$ cat config.mk
export PLATFORM = sky130hd
export DESIGN_NAME = mest_pro_seq_ctrl
export DESIGN_NICKNAME = d
export VERILOG_FILES = /design/src/rtl/mest_pro_seq_ctrl.sv
export SDC_FILE = /design/constraint.sdc
export NUM_CORES = 1
export LEC_CHECK = 0
export CAP_MARGIN = 20
export CORE_UTILIZATION = 44
export CTS_CLUSTER_DIAMETER = 120
export CTS_CLUSTER_SIZE = 20
export DETAILED_ROUTE_END_ITERATION = 7
export PLACE_DENSITY = 0.79
export SYNTH_ARGS = -nofsm -noshare
export SYNTH_HDL_FRONTEND = slang
export SYNTH_SLANG_ARGS = --single-unit
$ cat constraint.sdc
create_clock -name clk -period 1.7 [get_ports clk]
set_input_delay 0.17 -clock clk [delete_from_list [all_inputs] [get_ports clk]]
set_output_delay 0.17 -clock clk [all_outputs]
set_load 0.01 [all_outputs]
$ cat src/rtl/mest_pro_seq_ctrl.sv
// MESTPro instruction sequencer: drives the fetch-stage phase strobes,
// decodes the fetched word into branch controls, and handshakes
// multi-cycle ALU operations with the datapath.
module mest_pro_seq_ctrl #(
    parameter int INSTRUCTION_SIZE = 16,
    parameter int OPCODE_SIZE      = 4,
    parameter int CONSTANT_K_SIZE  = 8,
    parameter int EXEC_TIMEOUT     = 255
) (
    input  logic                       clk,
    input  logic                       i_reset_n,
    input  logic                       i_start,
    input  logic                       i_abort,
    input  logic [INSTRUCTION_SIZE-1:0] i_instr,
    input  logic                       i_exec_done,
    output logic                       o_idle_state,
    output logic                       o_fetch_state,
    output logic                       o_exec_state,
    output logic                       o_jump,
    output logic                       o_return_pc,
    output logic [CONSTANT_K_SIZE-1:0] o_const_K,
    output logic [OPCODE_SIZE-1:0]     o_opcode,
    output logic                       o_exec_valid,
    output logic                       o_done,
    output logic                       o_error,
    output logic [15:0]                o_instr_count
);

    localparam int TW = $clog2(EXEC_TIMEOUT + 1);
    localparam logic [OPCODE_SIZE-1:0] OP_JMP  = OPCODE_SIZE'(1);
    localparam logic [OPCODE_SIZE-1:0] OP_RET  = OPCODE_SIZE'(2);
    localparam logic [OPCODE_SIZE-1:0] OP_HALT = OPCODE_SIZE'(3);
    localparam logic [OPCODE_SIZE-1:0] OP_ALU0 = OPCODE_SIZE'(4);

    typedef enum logic [2:0] {
        S_IDLE, S_FETCH, S_DECODE, S_EXEC, S_DONE
    } state_t;

    state_t         state, state_nxt;
    logic [TW-1:0]  tmo_cnt;
    logic           is_alu;
    logic           exec_ok;
    logic           exec_tmo;
    logic           start_acc;

    // Opcode class and EXEC exit conditions, all from the latched opcode.
    always_comb begin
        is_alu    = (o_opcode >= OP_ALU0);
        exec_ok   = is_alu ? i_exec_done : 1'b1;
        exec_tmo  = is_alu && !i_exec_done && (tmo_cnt == TW'(EXEC_TIMEOUT - 1));
        start_acc = (state == S_IDLE) && i_start && !i_abort;
    end

    // State register; reset drops straight back to IDLE.
    always_ff @(posedge clk or negedge i_reset_n) begin
        if (!i_reset_n) state <= S_IDLE;
        else            state <= state_nxt;
    end

    // Next-state logic; abort overrides every other transition.
    always_comb begin
        state_nxt = state;
        case (state)
            S_IDLE:   if (i_start) state_nxt = S_FETCH;
            S_FETCH:  state_nxt = S_DECODE;
            S_DECODE: state_nxt = (i_instr[INSTRUCTION_SIZE-1 -: OPCODE_SIZE] == OP_HALT)
                                  ? S_DONE : S_EXEC;
            S_EXEC: begin
                if (exec_ok)       state_nxt = S_FETCH;
                else if (exec_tmo) state_nxt = S_IDLE;
            end
            S_DONE:   state_nxt = S_IDLE;
            default:  state_nxt = S_IDLE;
        endcase
        if (i_abort) state_nxt = S_IDLE;
    end

    // Output decode: phase strobes and branch/handshake controls.
    always_comb begin
        o_idle_state  = (state == S_IDLE);
        o_fetch_state = (state == S_FETCH);
        o_exec_state  = (state == S_EXEC);
        o_jump        = o_exec_state && (o_opcode == OP_JMP);
        o_return_pc   = o_exec_state && (o_opcode == OP_RET);
        o_exec_valid  = o_exec_state && is_alu && (tmo_cnt == '0);
        o_done        = (state == S_DONE) && !i_abort;
    end

    // Instruction latch, EXEC timeout counter, retire counter and error flag.
    always_ff @(posedge clk or negedge i_reset_n) begin
        if (!i_reset_n) begin
            o_opcode      <= '0;
            o_const_K     <= '0;
            tmo_cnt       <= '0;
            o_instr_count <= '0;
            o_error       <= 1'b0;
        end else begin
            if (state == S_DECODE) begin
                o_opcode  <= i_instr[INSTRUCTION_SIZE-1 -: OPCODE_SIZE];
                o_const_K <= i_instr[CONSTANT_K_SIZE-1:0];
            end
            tmo_cnt <= (state == S_EXEC) ? tmo_cnt + TW'(1) : '0;
            if (start_acc) begin
                o_instr_count <= '0;
                o_error       <= 1'b0;
            end else if (!i_abort) begin
                if (((state == S_EXEC) && exec_ok) || (state == S_DONE))
                    if (o_instr_count != 16'hFFFF)
                        o_instr_count <= o_instr_count + 16'd1;
                if ((state == S_EXEC) && exec_tmo)
                    o_error <= 1'b1;
            end
        end
    end

endmodule

## Word level (Yosys, flattened, before mapping)

Index checks and enable logic that the tools add are counted.

- Word-level logic and storage cells: 58
- Flip-flop bits (word level): 40

- Equal/unequal tests: 12
- Reduce and logical (&&, ||, !) cells: 22
- Order comparisons: 1
- Mux-type cells: 15
- $add $sub $neg: 2

Operators by type and width:

| kind | count |
|---|---|
| $mux 16 | 4 |
| $add 16x1->16 const B | 1 |
| $ne 16x16->1 const B | 1 |
| $mux 3 | 5 |
| $pmux 3 s4 | 1 |
| $logic_and 1x1->1 | 11 |
| $add 8x1->8 const B | 1 |
| $eq 4x2->1 const B | 2 |
| $eq 8x8->1 const B | 1 |
| $logic_not 8->1 | 1 |
| $mux 8 | 1 |
| $eq 3x2->1 const B | 2 |
| $reduce_bool 2->1 | 3 |
| $eq 4x1->1 const B | 1 |
| $ge 4x3->1 const B | 1 |
| $mux 1 | 4 |
| $ne 4x2->1 const B | 1 |
| $reduce_and 2->1 | 2 |
| $eq 3x1->1 const B | 1 |
| $eq 3x3->1 const B | 1 |
| $logic_not 3->1 | 1 |
| $ne 3x3->1 const B | 1 |
| $reduce_and 3->1 | 1 |
| $logic_not 1->1 | 2 |
| other kinds (2) | 2 |

## Depth between registers and ports, before layout

Gate-level depths: netlist of run 1.

- Depth in word-level cells: 7
- Gate-level depth with buffers: 7

## Least setup slack after synthesis of run 1

No wires, ideal clock.

- Path kind: register -> register
- Start point: register o_instr_count[0]
- End point: register o_instr_count[10]
- Arrival time: 1612 ps
- Clock period less this slack: 1744 ps
- Stages on the path, launching flop included: 7
- Slack: -44 ps
- Setup time: 132 ps
- Path through: dfrtp_1 ha_1 nand4_1 or2_4 a2111oi_4 xnor2_1 nor2_1

- Cells in the longest elaborated chain, start to end: 5

Ends and longest elaborated chain:

| element | RTL line | source |
|---|---|---|
| start: declaration | 26 | `output logic [15:0] o_instr_count` |
| start signal: assignment | 109 | `o_instr_count <= o_instr_count + 16'd1;` |
| $add 16x1->16 | 109 |  |
| $mux 16 | 108 | `if (o_instr_count != 16'hFFFF)` |
| $mux 16 | 107 | `if (((state == S_EXEC) && exec_ok) \|\| (state == S_DONE))` |
| $mux 16 | 106 | `end else if (!i_abort) begin` |
| $mux 16 | 103 | `if (start_acc) begin` |

Parallel ways exist; a longest one is shown, timed or not. The select of a mux whose other input is x is not followed.
A chain may end at the register's enable or synchronous reset.

## Worst setup path in the final report of run 1

- Start point: register state[1]
- End point: register o_instr_count[15]

- Cells in the longest elaborated chain, start to end: 5

Ends and longest elaborated chain:

| element | RTL line | source |
|---|---|---|
| start: declaration | 39 | `state_t state, state_nxt;` |
| start signal: assignment | 57 | `else state <= state_nxt;` |
| $eq 3x2->1 / $logic_not 3->1 (equally long branches) | 107, 51 |  |
| $logic_and 1x1->1, on equally long branches | 107, 51 |  |
| $logic_or 1x1->1 / $logic_and 1x1->1 (equally long branches) | 107, 51 |  |
| $reduce_bool 2->1 (no source line) / $ne 2x1->1 (equally long branches) | -- |  |
| $reduce_and 3->1 (no source line) | -- |  |

Parallel ways exist; a longest one is shown, timed or not.

==> metrics.csv, run 1 <==
metric,value,unit
vias per cell,5.591,
CTS tree,yes,
Worst Max-Slew Pin Slew,0.5194,ns
final total power,3053,uW
"Clk pin slew, worst setup/hold paths",0.08,ns
global route hottest layer,met2,
fillers,306,
Leak,0.001415,uW
Top Family by Delay on Critical Path,simple AND/OR/NAND/NOR gates,
"Seq/Total Area, Yosys",0.4698,
design area,3282,sq um
post-route ant nets,0,
Synth async-reset ratio,1.000,
Critical Path Source Type,flop,
pin count of the biggest net entering global routing,41,
top_reg_cell synth,dfrtp_1,
Syn-to-layout area delta,54.02,%
RSZ-0062 raised after global routing,true,
Bufs on Longest Clock Path,2,
max_slew headroom,0.6538,
Max stage delay on crit path,0.40,ns
syn nets,221,
final core occ,0.7286,
global-route usage over all layers,0.2343,
Max Cap Viol,0,
placed inst area,3019,sq um
WP buf/inv,2,
hpwl dp,3870,microns
DRT iter0 DRCs,160,
initial antenna violation count,0,
met1 usage,0.3085,
post-synthesis cell count,196,
H-tree Lvls,2,
die height,71.59,microns
Synthesis Warnings,0,
Root Buffer Master,clkbuf_8,
Final Net Count,324,
Avg WL per Cell,16.01,microns
Final Hold Violating Endpoints,0,
CP endpoint kind,flop,
insertion delay to the later sink of the worst-skew pair,0.31,ns
first-pass GRT wire length,9163,microns
post-route setup slack,-0.05919,ns
"Max FO, Critical Path",4,
vias in the first global route,2000,
Core Area,4504,sq um
fmax,0.5684,GHz
Die X-Extent,71.59,microns
DRT Pass-1 Iters,4,
met2 Resource Use GR,0.3778,
worst path cell trace,buf_6 > nor4b_4 > buf_4 > a41o_2 > o2111ai_2 > or3_1 > a21oi_1,
CTS Buf Count,5,
PD cells,930.2,nW/um^2
# IOs,57,
violated checks,negative setup slack,
initial core utilization,0.4731,
port bufs,52,
peak supply drop,0.9387,mV
"FF+latch count, synth",40,
grt total ovfl,0,
Die ar.,5125,sq um
Synth area leader,dfrtp_1,
Hold/Removal Path Class,primary input to flop,
Synth cell types,47,
fraction of final layout cells sized beyond drive strength 1,0.3533,
"EDFF count, synth",0,
setup TNS,-0.2815,ns
row cnt,24,
final WL,5634,microns
post-route minimum period,1.759,ns
status,"finished, violations left",
skew final,0.01062,ns
Sink Count,40,
Setup CP Type,flop to flop,
via count,1968,
crit path DAT,1.98,ns
Syn Std Cell Area,2131,sq um
Final Cycle Share,1.035,
met3 usage,0.03657,
final slew viol count,0,
Mean Syn Cell Area,10.87,sq um
antenna cell count,0,
top cell type's share of synthesized area,0.4698,
CP Data Required Time,1.93,ns
critical path's slowest cell,dfrtp_1,
DRC viols,0,
setup-violating endpoint count in the final report,8,
GPL Wtd Cong,0.8620,
Synth area leaders,"dfrtp_1 (47%), mux2_2 (6.3%), nor2_1 (4.2%)",
==> stage by stage <==
stage / worst slack (ns) / hold WS, ns / std cells
2_1_floorplan: -0.01993 / -0.1256 / 196
3_3_place_gp: -0.1514 / 0.2638 / 339
3_5_place_dp: -0.2182 / 0.2641 / 339
4_1_cts: -0.08741 / 0.4637 / 350
5_1_grt: -0.1518 / 0.4749 / 352
6_report: -0.05919 / 0.4668 / 352
==> cell usage in the layout, fill, tap and decap left out, drive strengths merged, types with 5 or more instances in the layout <==
cell type,instances
o211ai,6
nor2,24
mux2,12
dfrtp,40
nand3,13
nand2,10
clkbuf,6
buf,54
mux2i,5
inv,7
nor3b,5
clkdlybuf4s50,44
xor2,10
==> power by group <==
group | internal (uW) | leakage [uW] | switching (uW)
registers | 1120 | 0.000527 | 131
clock network | 435 | 0.0000541 | 361
logic | 608 | 0.000834 | 394
==> area by class of cell <==
class                   instances  area [sq um]  share of cell area
flip-flops and latches         40          1002              0.3054
clock inverters                 3         42.54             0.01296
clock buffers                   5         68.82             0.02097
repair buffers                102         879.6              0.2680
inverters                       7         26.28            0.008006
well taps                      52         65.06             0.01982
multi-input cells             143          1197              0.3648
==> cells in the mapped netlist (4+ instances only) <==
cell,count
dfrtp_1,40
nor2_1,24
mux2_2,12
nand2_1,10
nand3_1,10
xor2_1,10
inv_1,7
o211ai_1,6
mux2i_1,5
and2_1,4
ha_1,4
nand4_1,4
nor3b_1,4
xnor2_1,4
==> what timing repair did <==
item,4_1_cts,5_1_grt
pin swaps,4,18
endpoints found under the hold margin,40,0
setup buffers,2,2
gates resized for setup,34,15
setup endpoints to repair,17,21
hold buffers,1,0
==> sequential cells by signal, summed over array words and instances (netlist names) <==
name           cells
o_const_K          8
o_error            1
o_instr_count     16
o_opcode           4
state              3
tmo_cnt            8
==> path summary, 6_finish.rpt <==
check / from / endpoint / slack, ns / cells past startpoint
worst max-delay path: state[1]$_DFFE_PN0P_ / o_instr_count[15]$_DFFE_PN0P_ / -0.06 / 7
worst min-delay path: i_instr[2] / o_const_K[2]$_DFFE_PN0N_ / 0.47 / 2
worst max register to register: state[1]$_DFFE_PN0P_ / o_instr_count[15]$_DFFE_PN0P_ / -0.06 / 7
worst min register to register: o_const_K[7]$_DFFE_PN0N_ / o_const_K[7]$_DFFE_PN0N_ / 0.52 / 1
max in group asynchronous: i_reset_n / o_instr_count[0]$_DFFE_PN0P_ / 0.84 / 3
min in group asynchronous: i_reset_n / o_opcode[2]$_DFFE_PN0N_ / 0.48 / 3
==> per-layer routing <==
layer	wire length [microns]	vias up
met4	129	0
li1	-	922
met2	2811	57
met3	240	14
met5	0	-
met1	2453	975
==> cells by family (layout without fill, tap and decap cells) <==
| group | Yosys count | count (layout) | synth area share |
|---|---|---|---|
| adder cells (fa/ha/maj) | 4 | 4 | 0.02349 |
| XOR/XNOR | 14 | 14 | 0.05754 |
| flip-flops | 40 | 40 | 0.4698 |
| AO/OA/AOI/OAI | 28 | 28 | 0.1180 |
| buffers and inverters | 13 | 117 | 0.02819 |
| multiplexers | 17 | 17 | 0.08691 |
| AND/OR/NAND/NOR | 80 | 80 | 0.2161 |
(Power assumes the default switching activity.)
==> run 2, diff against run 1 <==
- CORE_MARGIN: default -> 2
==> run 2 against run 1 <==
The run still ends with negative setup slack left. Critical path depth down 1. Cell area up 0.95%. Utilization down 2.2 points. Flip-flop and latch count unchanged. Clock-buffer cell count up 1. Hold slack worse by 0.16 ns. Fmax down 4.2%. Largest power group unchanged.
==> metrics.csv, run 2 (same netlist as run 1, synthesis figures left out) <==
metric,value,unit,change
grt total ovfl,0,,unchanged
fraction of final layout cells sized beyond drive strength 1,0.3564,,+0.003102
Syn-to-layout area delta,55.49,%,
Critical Path Source Type,flop,,
Final Cycle Share,1.080,,+0.04543
status,"finished, violations left",,
hpwl dp,3931,microns,+1.6%
"Clk pin slew, worst setup/hold paths",0.08,ns,about the same
post-route ant nets,0,,unchanged
CP Data Required Time,1.88,ns,-0.05 ns
placed inst area,3007,sq um,-0.41%
cells on worst reg2reg path,6,,-1
Hold/Removal Path Class,primary input to async pin,,
fillers,328,,+7.2%
first-pass GRT wire length,8866,microns,-3.2%
antenna cell count,0,,unchanged
row cnt,25,,+4.2%
# IOs,57,,unchanged
final WL,5879,microns,+4.3%
violated checks,negative setup slack,,
DRT Pass-1 Iters,5,,+1
Worst Max-Slew Pin Slew,0.3582,ns,-0.1611 ns
setup TNS,-0.6068,ns,-0.3253 ns
CP endpoint kind,flop,,
RSZ-0062 raised after global routing,true,,
biggest regs,"o_instr_count x16, o_const_K x8, tmo_cnt x8",,
critical path's slowest cell,or3_4,,
initial antenna violation count,0,,unchanged
Bufs on Longest Clock Path,2,,unchanged
Avg WL per Cell,16.47,microns,+2.9%
Core Area,4692,sq um,+4.2%
via count,1975,,+0.36%
Leak,0.001414,uW,-0.11%
worst path cell trace,ha_2 > nand4_1 > or3_4 > o211ai_1 > xor2_1 > nor2_1,,
setup-violating endpoint count in the final report,12,,+4
GPL Wtd Cong,0.8948,,+3.8%
vias in the first global route,1865,,-6.8%
Max Cap Viol,0,,unchanged
pin count of the biggest net entering global routing,17,,-59%
"Max FO, Critical Path",4,,unchanged
Sink Count,40,,unchanged
CTS Buf Count,5,,unchanged
H-tree Lvls,2,,unchanged
post-route setup slack,-0.1364,ns,-0.07723 ns
Top reg by flops,o_instr_count,,
most common library cell in the layout ignoring fill and taps,buf_4,,
Final Hold Violating Endpoints,0,,unchanged
die height,73.59,microns,+2.8%
final slew viol count,0,,unchanged
insertion delay to the later sink of the worst-skew pair,0.29,ns,-0.02 ns
Root Buffer Master,clkbuf_8,,
vias per cell,5.532,,-1.0%
crit path DAT,2.02,ns,+0.04 ns
fmax,0.5445,GHz,-4.2%
Max stage delay on crit path,0.43,ns,+0.03 ns
Die X-Extent,73.59,microns,+2.8%
Setup CP Type,flop to flop,,
initial core utilization,0.4541,,-0.01892
port bufs,52,,unchanged
global-route usage over all layers,0.2117,,-0.02262
max_slew headroom,0.7612,,+0.1074
Die ar.,5415,sq um,+5.7%
skew final,0.008401,ns,-0.002217 ns
PD cells,918.7,nW/um^2,-1.2%
post-route minimum period,1.836,ns,+0.07723 ns
CTS tree,yes,,
"commonest cells after routing, fill and taps aside","buf_4 (46), clkdlybuf4s50_1 (44), dfrtp_1 (37)",,
Final Net Count,327,,+0.93%
peak supply drop,0.8845,mV,-5.8%
DRC viols,0,,unchanged
dpl ws,-0.1995,ns,+0.01864 ns
max FFs per register,16,,unchanged
DRT iter0 DRCs,165,,+3.1%
design area,3313,sq um,+0.95%
Hold WS,0.3113,ns,-0.1555 ns
-- run 2: timing repair --
action                                  4_1_cts  5_1_grt
hold buffers                                  1        0
resized for setup                            27       21
endpoints found under the setup margin       16       19
hold endpoints to repair                     13        0
setup buffers                                 2        7
pin swaps                                     2       11
-- run 2: critical path: cells and delay by family, from the launching register on --
family,cells,cell delay (ns)
flip-flops,1,0.37
adder cells (fa/ha/maj),1,0.19
AO/OA/AOI/OAI,1,0.28
XOR/XNOR,1,0.20
AND/OR/NAND/NOR,3,0.70
-- run 2: worst paths after layout --
check                                              from                            end  slack (ns)
max                        o_instr_count[1]$_DFFE_PN0P_  o_instr_count[14]$_DFFE_PN0P_       -0.14
max in group asynchronous                     i_reset_n  o_instr_count[10]$_DFFE_PN0P_        0.83
min reg2reg                    o_const_K[2]$_DFFE_PN0N_       o_const_K[2]$_DFFE_PN0N_        0.51
min                                           i_reset_n           tmo_cnt[3]$_DFF_PN0_        0.31
max reg2reg                o_instr_count[1]$_DFFE_PN0P_  o_instr_count[14]$_DFFE_PN0P_       -0.14
min in group clk                             i_instr[7]       o_const_K[7]$_DFFE_PN0N_        0.49
-- run 2: layer usage --
layer	up-vias	global-route usage	routed length (microns)
li1	926	-	-
met1	979	0.2773	2505
met2	61	0.3562	3023
met3	9	0.04252	243
met4	0	0.05859	106
met5	-	0	0
-- run 2: layout make-up --
type | instances | area [sq um] | area share
inverter | 7 | 26.28 | 0.007931
clock inverter | 2 | 35.03 | 0.01057
sequential | 40 | 1005 | 0.3032
tap | 54 | 67.56 | 0.02039
clock buffer | 6 | 72.57 | 0.02190
multi-input combinational | 143 | 1190 | 0.3591
timing repair buffer | 105 | 917.1 | 0.2768
-- run 2: metrics by stage --
step	cells	util	total power, uW
after CTS	350	0.6768	3011
after detailed placement	339	0.6408	2235
after floorplan	196	-	1628
after global placement	339	0.6408	2204
final	357	0.7061	3044
after global routing	357	0.7061	3174
-- run 2: where the power goes --
part,internal (uW),total (uW),leakage (uW),switching (uW)
registers,1130,1260,0.000525,133
logic,627,1020,0.000834,394
clock network,436,762,0.0000552,327
